### config.mk
export PLATFORM = sky130hd
export DESIGN_NAME = gshare_predictor_flat
export DESIGN_NICKNAME = d
export VERILOG_FILES = /design/src/rtl/gshare_predictor_if.sv /design/src/rtl/gshare_predictor.sv /design/src/flat_wrapper.sv
export SDC_FILE = /design/constraint.sdc
export NUM_CORES = 1
export LEC_CHECK = 0
export CAP_MARGIN = 20
export CORE_ASPECT_RATIO = 1.25
export CORE_MARGIN = 2
export CORE_UTILIZATION = 45
export DETAILED_ROUTE_END_ITERATION = 12
export PLACE_DENSITY_LB_ADDON = 0.2
export SETUP_SLACK_MARGIN = 0.3
export SYNTH_ARGS = -nofsm -noshare
export SYNTH_HDL_FRONTEND = slang
export SYNTH_SLANG_ARGS = --single-unit
### constraint.sdc
create_clock -name clk -period 4.8 [get_ports clk]
set_clock_uncertainty 0.1 [all_clocks]
set_input_delay 1.44 -clock clk [delete_from_list [all_inputs] [get_ports clk]]
set_output_delay 1.44 -clock clk [all_outputs]
set_load 0.02 [all_outputs]
### src/rtl/gshare_predictor_if.sv
`default_nettype none
// ============================================================================
// gshare_predictor_if : fetch-side prediction and commit-side update bundle.
// Revision: 1.0
// ============================================================================
interface gshare_predictor_if #(
  parameter int PC_W   = 32,
  parameter int CNT_W  = 2,
  parameter int HIST_W = 5
);
  logic              ready_o;
  logic              pred_valid_i;
  logic [PC_W-1:0]   pred_pc_i;
  logic              pred_taken_o;
  logic [CNT_W-1:0]  pred_counter_o;
  logic [HIST_W-1:0] pred_ghr_o;
  logic              upd_valid_i;
  logic [PC_W-1:0]   upd_pc_i;
  logic [HIST_W-1:0] upd_ghr_i;
  logic              upd_taken_i;
  logic              upd_mispredict_i;

  modport master (
    input  ready_o, pred_taken_o, pred_counter_o, pred_ghr_o,
    output pred_valid_i, pred_pc_i, upd_valid_i, upd_pc_i, upd_ghr_i,
           upd_taken_i, upd_mispredict_i
  );

  modport slave (
    output ready_o, pred_taken_o, pred_counter_o, pred_ghr_o,
    input  pred_valid_i, pred_pc_i, upd_valid_i, upd_pc_i, upd_ghr_i,
           upd_taken_i, upd_mispredict_i
  );
endinterface
`default_nettype wire

### src/rtl/gshare_predictor.sv
`default_nettype none
// ============================================================================
// gshare_predictor : PHT of saturating counters, speculative GHR, init sweep.
// GSHARE_EN defined -> index = PC ^ GHR; undefined -> PC-only (bimodal).
// Revision: 1.0
// ============================================================================
module gshare_predictor #(
  parameter int PC_W    = 32,
  parameter int PC_LSB  = 2,
  parameter int INDEX_W = 5,
  parameter int CNT_W   = 2,
  parameter int HIST_W  = 5
) (
  input  logic              clk,
  input  logic              rst,
  gshare_predictor_if.slave bus
);

  localparam int               DEPTH = 2**INDEX_W;
  localparam logic [CNT_W-1:0] CINIT = {1'b0, {(CNT_W-1){1'b1}}};
  localparam logic [CNT_W-1:0] CMAX  = {CNT_W{1'b1}};
`ifdef GSHARE_EN
  localparam bit HASH_EN = 1'b1;
`else
  localparam bit HASH_EN = 1'b0;
`endif

  typedef enum logic [0:0] {
    ST_INIT = 1'b0,
    ST_RUN  = 1'b1
  } state_e;

  state_e             state_q, state_d;
  logic [INDEX_W-1:0] init_ptr_q, init_ptr_d;
  logic [HIST_W-1:0]  ghr_q, ghr_d;
  logic [CNT_W-1:0]   pht_q [DEPTH];

  logic               pht_we;
  logic [INDEX_W-1:0] pht_waddr;
  logic [CNT_W-1:0]   pht_wdata;
  logic [INDEX_W-1:0] pred_idx, upd_idx;
  logic [CNT_W-1:0]   pred_cnt, upd_cnt;
  logic [HIST_W:0]    repair_hist, spec_hist;
  logic               run;

  function automatic logic [INDEX_W-1:0] pht_index(
    input logic [INDEX_W-1:0] pc_bits,
    input logic [HIST_W-1:0]  hist
  );
    logic [INDEX_W-1:0] hist_ext;
    hist_ext               = '0;
    hist_ext[HIST_W-1:0]   = hist;
    pht_index = pc_bits ^ (HASH_EN ? hist_ext : {INDEX_W{1'b0}});
  endfunction

  assign run      = (state_q == ST_RUN);
  assign pred_idx = pht_index(bus.pred_pc_i[PC_LSB +: INDEX_W], ghr_q);
  assign upd_idx  = pht_index(bus.upd_pc_i[PC_LSB +: INDEX_W], bus.upd_ghr_i);
  assign pred_cnt = pht_q[pred_idx];
  assign upd_cnt  = pht_q[upd_idx];

  // Shift-in by concatenation then truncation also covers HIST_W == 1.
  assign repair_hist = {bus.upd_ghr_i, bus.upd_taken_i};
  assign spec_hist   = {ghr_q, pred_cnt[CNT_W-1]};

  assign bus.ready_o        = run;
  assign bus.pred_counter_o = run ? pred_cnt : '0;
  assign bus.pred_taken_o   = run & pred_cnt[CNT_W-1];
  assign bus.pred_ghr_o     = run ? ghr_q : '0;

  always_comb begin
    state_d    = state_q;
    init_ptr_d = init_ptr_q;
    ghr_d      = ghr_q;
    pht_we     = 1'b0;
    pht_waddr  = init_ptr_q;
    pht_wdata  = CINIT;
    case (state_q)
      ST_INIT: begin
        pht_we     = 1'b1;
        init_ptr_d = init_ptr_q + 1'b1;
        if (&init_ptr_q) begin
          state_d = ST_RUN;
        end
      end
      ST_RUN: begin
        if (bus.upd_valid_i) begin
          pht_we    = 1'b1;
          pht_waddr = upd_idx;
          if (bus.upd_taken_i) begin
            pht_wdata = (upd_cnt == CMAX) ? upd_cnt : upd_cnt + 1'b1;
          end else begin
            pht_wdata = (upd_cnt == '0) ? upd_cnt : upd_cnt - 1'b1;
          end
        end
        // A commit-time repair overrides the speculative shift of this cycle.
        if (bus.upd_valid_i && bus.upd_mispredict_i) begin
          ghr_d = repair_hist[HIST_W-1:0];
        end else if (bus.pred_valid_i) begin
          ghr_d = spec_hist[HIST_W-1:0];
        end
      end
      default: begin
        state_d = ST_INIT;
      end
    endcase
  end

  always_ff @(posedge clk) begin
    if (rst) begin
      state_q    <= ST_INIT;
      init_ptr_q <= '0;
      ghr_q      <= '0;
    end else begin
      state_q    <= state_d;
      init_ptr_q <= init_ptr_d;
      ghr_q      <= ghr_d;
    end
  end

  always_ff @(posedge clk) begin
    if (!rst && pht_we) begin
      pht_q[pht_waddr] <= pht_wdata;
    end
  end

  logic unused_bits;
  assign unused_bits = ^{bus.pred_pc_i, bus.upd_pc_i, repair_hist[HIST_W], spec_hist[HIST_W]};

endmodule
`default_nettype wire

### src/flat_wrapper.sv
// flat-port wrapper written by rule: the top's interface ports become plain ports
module gshare_predictor_flat 
#(
  parameter int PC_W    = 32,
  parameter int PC_LSB  = 2,
  parameter int INDEX_W = 5,
  parameter int CNT_W   = 2,
  parameter int HIST_W  = 5
)
  (clk, rst, bus_ready_o, bus_pred_taken_o, bus_pred_counter_o, bus_pred_ghr_o, bus_pred_valid_i, bus_pred_pc_i, bus_upd_valid_i, bus_upd_pc_i, bus_upd_ghr_i, bus_upd_taken_i, bus_upd_mispredict_i);
  gshare_predictor_if #(.PC_W(PC_W), .CNT_W(CNT_W), .HIST_W(HIST_W)) bus_i ();
  input  logic clk;
  input  logic rst;
  output wire logic [$bits(bus_i.ready_o)-1:0] bus_ready_o;
  output wire logic [$bits(bus_i.pred_taken_o)-1:0] bus_pred_taken_o;
  output wire logic [$bits(bus_i.pred_counter_o)-1:0] bus_pred_counter_o;
  output wire logic [$bits(bus_i.pred_ghr_o)-1:0] bus_pred_ghr_o;
  input wire logic [$bits(bus_i.pred_valid_i)-1:0] bus_pred_valid_i;
  input wire logic [$bits(bus_i.pred_pc_i)-1:0] bus_pred_pc_i;
  input wire logic [$bits(bus_i.upd_valid_i)-1:0] bus_upd_valid_i;
  input wire logic [$bits(bus_i.upd_pc_i)-1:0] bus_upd_pc_i;
  input wire logic [$bits(bus_i.upd_ghr_i)-1:0] bus_upd_ghr_i;
  input wire logic [$bits(bus_i.upd_taken_i)-1:0] bus_upd_taken_i;
  input wire logic [$bits(bus_i.upd_mispredict_i)-1:0] bus_upd_mispredict_i;
  assign bus_ready_o = bus_i.ready_o;
  assign bus_pred_taken_o = bus_i.pred_taken_o;
  assign bus_pred_counter_o = bus_i.pred_counter_o;
  assign bus_pred_ghr_o = bus_i.pred_ghr_o;
  assign bus_i.pred_valid_i = bus_pred_valid_i;
  assign bus_i.pred_pc_i = bus_pred_pc_i;
  assign bus_i.upd_valid_i = bus_upd_valid_i;
  assign bus_i.upd_pc_i = bus_upd_pc_i;
  assign bus_i.upd_ghr_i = bus_upd_ghr_i;
  assign bus_i.upd_taken_i = bus_upd_taken_i;
  assign bus_i.upd_mispredict_i = bus_upd_mispredict_i;
  gshare_predictor #(.PC_W(PC_W), .PC_LSB(PC_LSB), .INDEX_W(INDEX_W), .CNT_W(CNT_W), .HIST_W(HIST_W)) u_core (.clk(clk), .rst(rst), .bus(bus_i));
endmodule
Yosys cells after proc, flatten, opt, wreduce, memory -nomap -nowiden
Memory sizes are Yosys's and may differ from the RTL's.
Cells that the tools add are included.

operators by class
  muxes and demuxes = 17
  bitwise gates (word level) = 2
  reductions and logical operators = 7
  add/sub/neg operators = 3
  eq/ne operators = 1

operators by type and width
  operator                                           number
  two-way mux 5 bit                                  5
  two-way mux 2 bit                                  6
  adder 5 x 1 -> 5 bit (second input constant)       1
  two-way mux 1 bit                                  5
  AND reduction 5 bit                                1
  adder 2 x 1 -> 2 bit (second input constant)       1
  equality test 2 bit (second input constant)        1
  logical AND 1 bit                                  2
  logical NOT 2 bit                                  1
  one-hot mux 1 bit (2 select lines)                 1
  AND reduction 2 bit                                1
  nonzero test 2 bit                                 1
  subtractor 2 x 1 -> 2 bit (second input constant)  1
  bitwise AND 1 bit                                  1
  logical NOT 1 bit                                  1
  NOT 1 bit                                          1

word-level totals
  input port bits = 75
  bits in registers = 11
  memory bits (writable) = 64
  memories kept = 1
  logic and storage cells = 34

memories
  memory        depth  width  rd ports  clocked after Yosys merged registers in  wr ports  line                    source
  u_core.pht_q  32     2      2         0                                        1         gshare_predictor.sv:36  logic [CNT_W-1:0] pht_q [DEPTH];

Longest topological paths before layout
An unclocked memory read counts as a cell.

  depth after elaboration = 6
  gate-level depth with buffers = 8
  depth with buffers taken out = 6

Least setup slack after synthesis
Ideal clock, no wire load.

  path kind = in2out
  from = input port bus_pred_pc_i[2]
  to = output port bus_pred_counter_o[1]
  data required time = 3.260 ns
  setup slack = -0.085 ns
  stages = 7
  arrival = 3.345 ns
  buffers on the path = 3
  cell sequence = buf_6 buf_12 mux4_1 mux2_2 mux4_2 and2_2 buf_4

on the way
  longest elaborated chain between the ends = 2

ends and longest elaborated chain
  what                 line                    source
  from (decl)          flat_wrapper.sv:19      input wire logic [$bits(bus_i.pred_pc_i)-1:0] bus_pred_pc_i;
  memory (32 x 2 bit)  --
  two-way mux 2 bit    gshare_predictor.sv:67  assign bus.pred_counter_o = run ? pred_cnt : '0;
  to (decl)            flat_wrapper.sv:16      output wire logic [$bits(bus_i.pred_counter_o)-1:0] bus_pred_counter_o;

Every way passes these cells.

Final worst setup path
Ends and elaborated chain as after synthesis.

==> results.tsv <==
stage	metric	value	unit
sta	Hold Vio Cnt, Final	0	
clock_tree	Sink Count	75	
placed_design	final RePlAce weighted congestion	0.8909	
clock_tree	CTS Buf Count	9	
finish	most common cell after layout, fill and taps aside	edfxtp_1	
min_path	Worst Hold Path Cells	2	
logic_synthesis	Most used DFF post-synth	edfxtp_1	
logic_synthesis	Post-Synthesis Cells	283	
finish	fin cells	456	
placed_design	pre-CTS WS	-916.7	ps
clock_tree	Max Root-Sink Buffers	2	
finish	most frequent cells in the layout	64 x edfxtp_1, 48 x nor2_1, 27 x mux4_2	
sta	Finish-stage setup viols	0	
floorplanning	Die Area	9548	µm²
logic_synthesis	FF+latch count, synth	75	
finish	final design utilization	55.42	%
critical_path	Worst R2R End	u_core.pht_q[21][0]$_DFFE_PP_	
placed_design	placed cell area	4453	µm²
power	switching share of power	21.68	%
critical_path	Worst Path Arrival	3230	ps
power	Pwr Total	1.402	mW
routing	antenna-violating nets left	0	
finish	cell area after layout	4770	µm²
min_path	min-delay src	u_core.ghr_q[4]$_SDFFE_PP0P_	
clock_tree	Skew-Pair Late Insertion Delay	360	ps
routing	Initial DRC Count	367	
critical_path	crit path kind	in2out	
placed_design	# placed instances	434	
logic_synthesis	register area share after synthesis	54.23	%
critical_path	Reg2Reg Launch Point	u_core.bus.ready_o$_SDFF_PP0_	
routing	TritonRoute pass-1 iters	5	
sta	minimum clock period	4775	ps
floorplanning	number of placement rows	38	
floorplanning	initial core utilization	45.90	%
logic_synthesis	Syn Nets	360	
logic_synthesis	Synth area leader	edfxtp_1	
critical_path	Reg2Reg Setup Slack	2080	ps
floorplanning	# IOs	84	
min_path	HP Class	reg2reg	
finish	Final #Nets	408	
global_route	GRT Util Overall	22.50	%
global_route	first-pass GRT wire length	15020	µm
clock_tree	Worst-path clk slew	80	ps
global_route	GRT Residual Overflow	0	
placed_design	hpwl dp	6828	µm
power	Seq pwr share	50.3	%
routing	drt via density	5.890	
routing	Post-Route M1 WL	3728	µm
routing	Highest Signal Layer	met4	
sta	setup TNS	0	ps
power	Int Power	1.098	mW
floorplanning	CORE AREA	8606	µm²
logic_synthesis	Yosys warnings	0	
clock_tree	H-tree Lvls	3	
global_route	initial antenna violation count	0	
power	leakage	1.725	nW
sta	relative slew slack	61.66	%
finish	diode count	0	
power	P_sw	0.3040	mW
floorplanning	Die H	108.8	µm
clock_tree	CTS tree	yes	
logic_synthesis	Mapped Avg Cell Area	13.96	µm²
logic_synthesis	post-synth top area share	48.65	%
routing	WL/cell	21.73	µm
floorplanning	Die W	87.80	µm
power	Comb pwr share	10.4	%
finish	Synth-to-Final Area Change	20.75	%
global_route	vias in the first global route	2701	
status	status	finished, final reports clean	
power	maximum VDD drop	161.4	µV
sta	Achievable Freq	209.4	MHz
routing	via count	2686	
sta	Setup WS post-layout	25.26	ps
logic_synthesis	cell area after synthesis	3950	µm²
power	power per cell area	294.0	nW/µm²
logic_synthesis	Unique masters post-synth	40	
sta	Slew Limit Fails	0	
logic_synthesis	Async S/R FF share, synth	0	%
critical_path	CP max FO	5	
min_path	Min-Delay Endpoint	u_core.ghr_q[4]$_SDFFE_PP0P_	
routing	DRC viols	0	
sta	crit share post-route	99.47	%
sta	actual slew at the worst max-slew pin	574.3	ps
logic_synthesis	EDFF count, synth	64	
global_route	largest net degree at the start of global routing	25	
finish	layout cells sized above 1	25.60	%
critical_path	cell depth of the worst flop-to-flop path	5	
power	Clk network pwr share	39.3	%
routing	WL final	9910	µm
critical_path	Setup crit end kind	primary output	
critical_path	Required @ worst endpoint	3260	ps
clock_tree	Hold Buf Count CTS	0	
placed_design	port bufs	28	
routing	met2 wire length	5118	µm
finish	FILL cells	714	
routing	met3 wire len	690	µm
run	Max-Cap Viols	0	
sta	RSZ-0062 raised after global routing	yes	
logic_synthesis	top cells by area, synth	edfxtp_1 49%, mux4_1 11%, mux4_2 6.3%	
clock_tree	Root Buffer	clkbuf_8	
critical_path	CP startpoint kind	primary input	
sta	Hold WS	396.0	ps
==> worst max-delay path: stages <==
cell    delay [ps]
buf_12          90
buf_16         120
mux4_2         500
mux2_4         280
mux4_2         480
and2_4         190
buf_6          120
==> worst max-delay path by stage <==
stage                     slack (ps)                     to        startpoint  depth (start not counted)
after detailed placement        -920  bus_pred_counter_o[1]  bus_pred_pc_i[2]                          7
after global routing             -10  bus_pred_counter_o[1]  bus_pred_pc_i[2]                          7
final                             30  bus_pred_counter_o[1]  bus_pred_pc_i[2]                          7
after CTS                         10  bus_pred_counter_o[1]  bus_pred_pc_i[2]                          7
after floorplan                   70  bus_pred_counter_o[1]  bus_pred_pc_i[2]                          7
after global placement          -890       bus_pred_taken_o  bus_pred_pc_i[2]                          7
==> state kept, by name (all words and copies together), names as in the netlist <==
signal              flops
u_core.pht_q           64
u_core.ghr_q            5
u_core.bus.ready_o      1
u_core.init_ptr_q       5
==> synth_stat cells (all sizes together), types with 4 or more instances <==
master   n
mux2i   22
clkbuf   4
a22oi    4
a311oi   5
nand3    5
nor2    48
nand2   24
edfxtp  64
dfxtp   11
and2     7
buf     11
mux2     9
mux4    27
nor2b   10
a211oi   4
==> final cells by class <==
type,count,area [µm²],share of cell area (%)
sequential,75,2142,44.91
tap,120,150.1,3.148
clock inverter,4,72.57,1.522
clock buffer,12,155.1,3.253
timing repair buffer,52,579.3,12.15
multi-input combinational,193,1670,35.02
==> logic make-up after synthesis <==
family | synth area share [%]
and+or+nand+nor | 11.91
AOI/OAI and AO/OA | 5.163
buffers and inverters | 2.471
DFF | 54.23
muxes | 25.15
xor gates and xnor gates | 0.4435
adders and majority gates | 0.6334
==> timing repair <==
item	in CTS	in global routing
setup buffers	3	0
cloned	3	0
gates resized for setup	53	1
setup endpoints to repair	3	3
==> routing by layer <==
metal | GRT usage (%) | up-vias
li1 | - | 1196
met1 | 26.03 | 1333
met2 | 38.47 | 133
met3 | 5.678 | 24
met4 | 11.21 | 0
met5 | 0 | -
==> power by group through the flow <==
stage                     Clock [mW]  Sequential, mW  Combinational, mW
after detailed placement           0           0.720              0.126
final                          0.551           0.705              0.146
after global routing           0.586           0.706              0.155
after global placement             0           0.719              0.126
after floorplan                    0           0.718             0.0773
after CTS                      0.557           0.705              0.145
(Power assumes the default switching activity.)
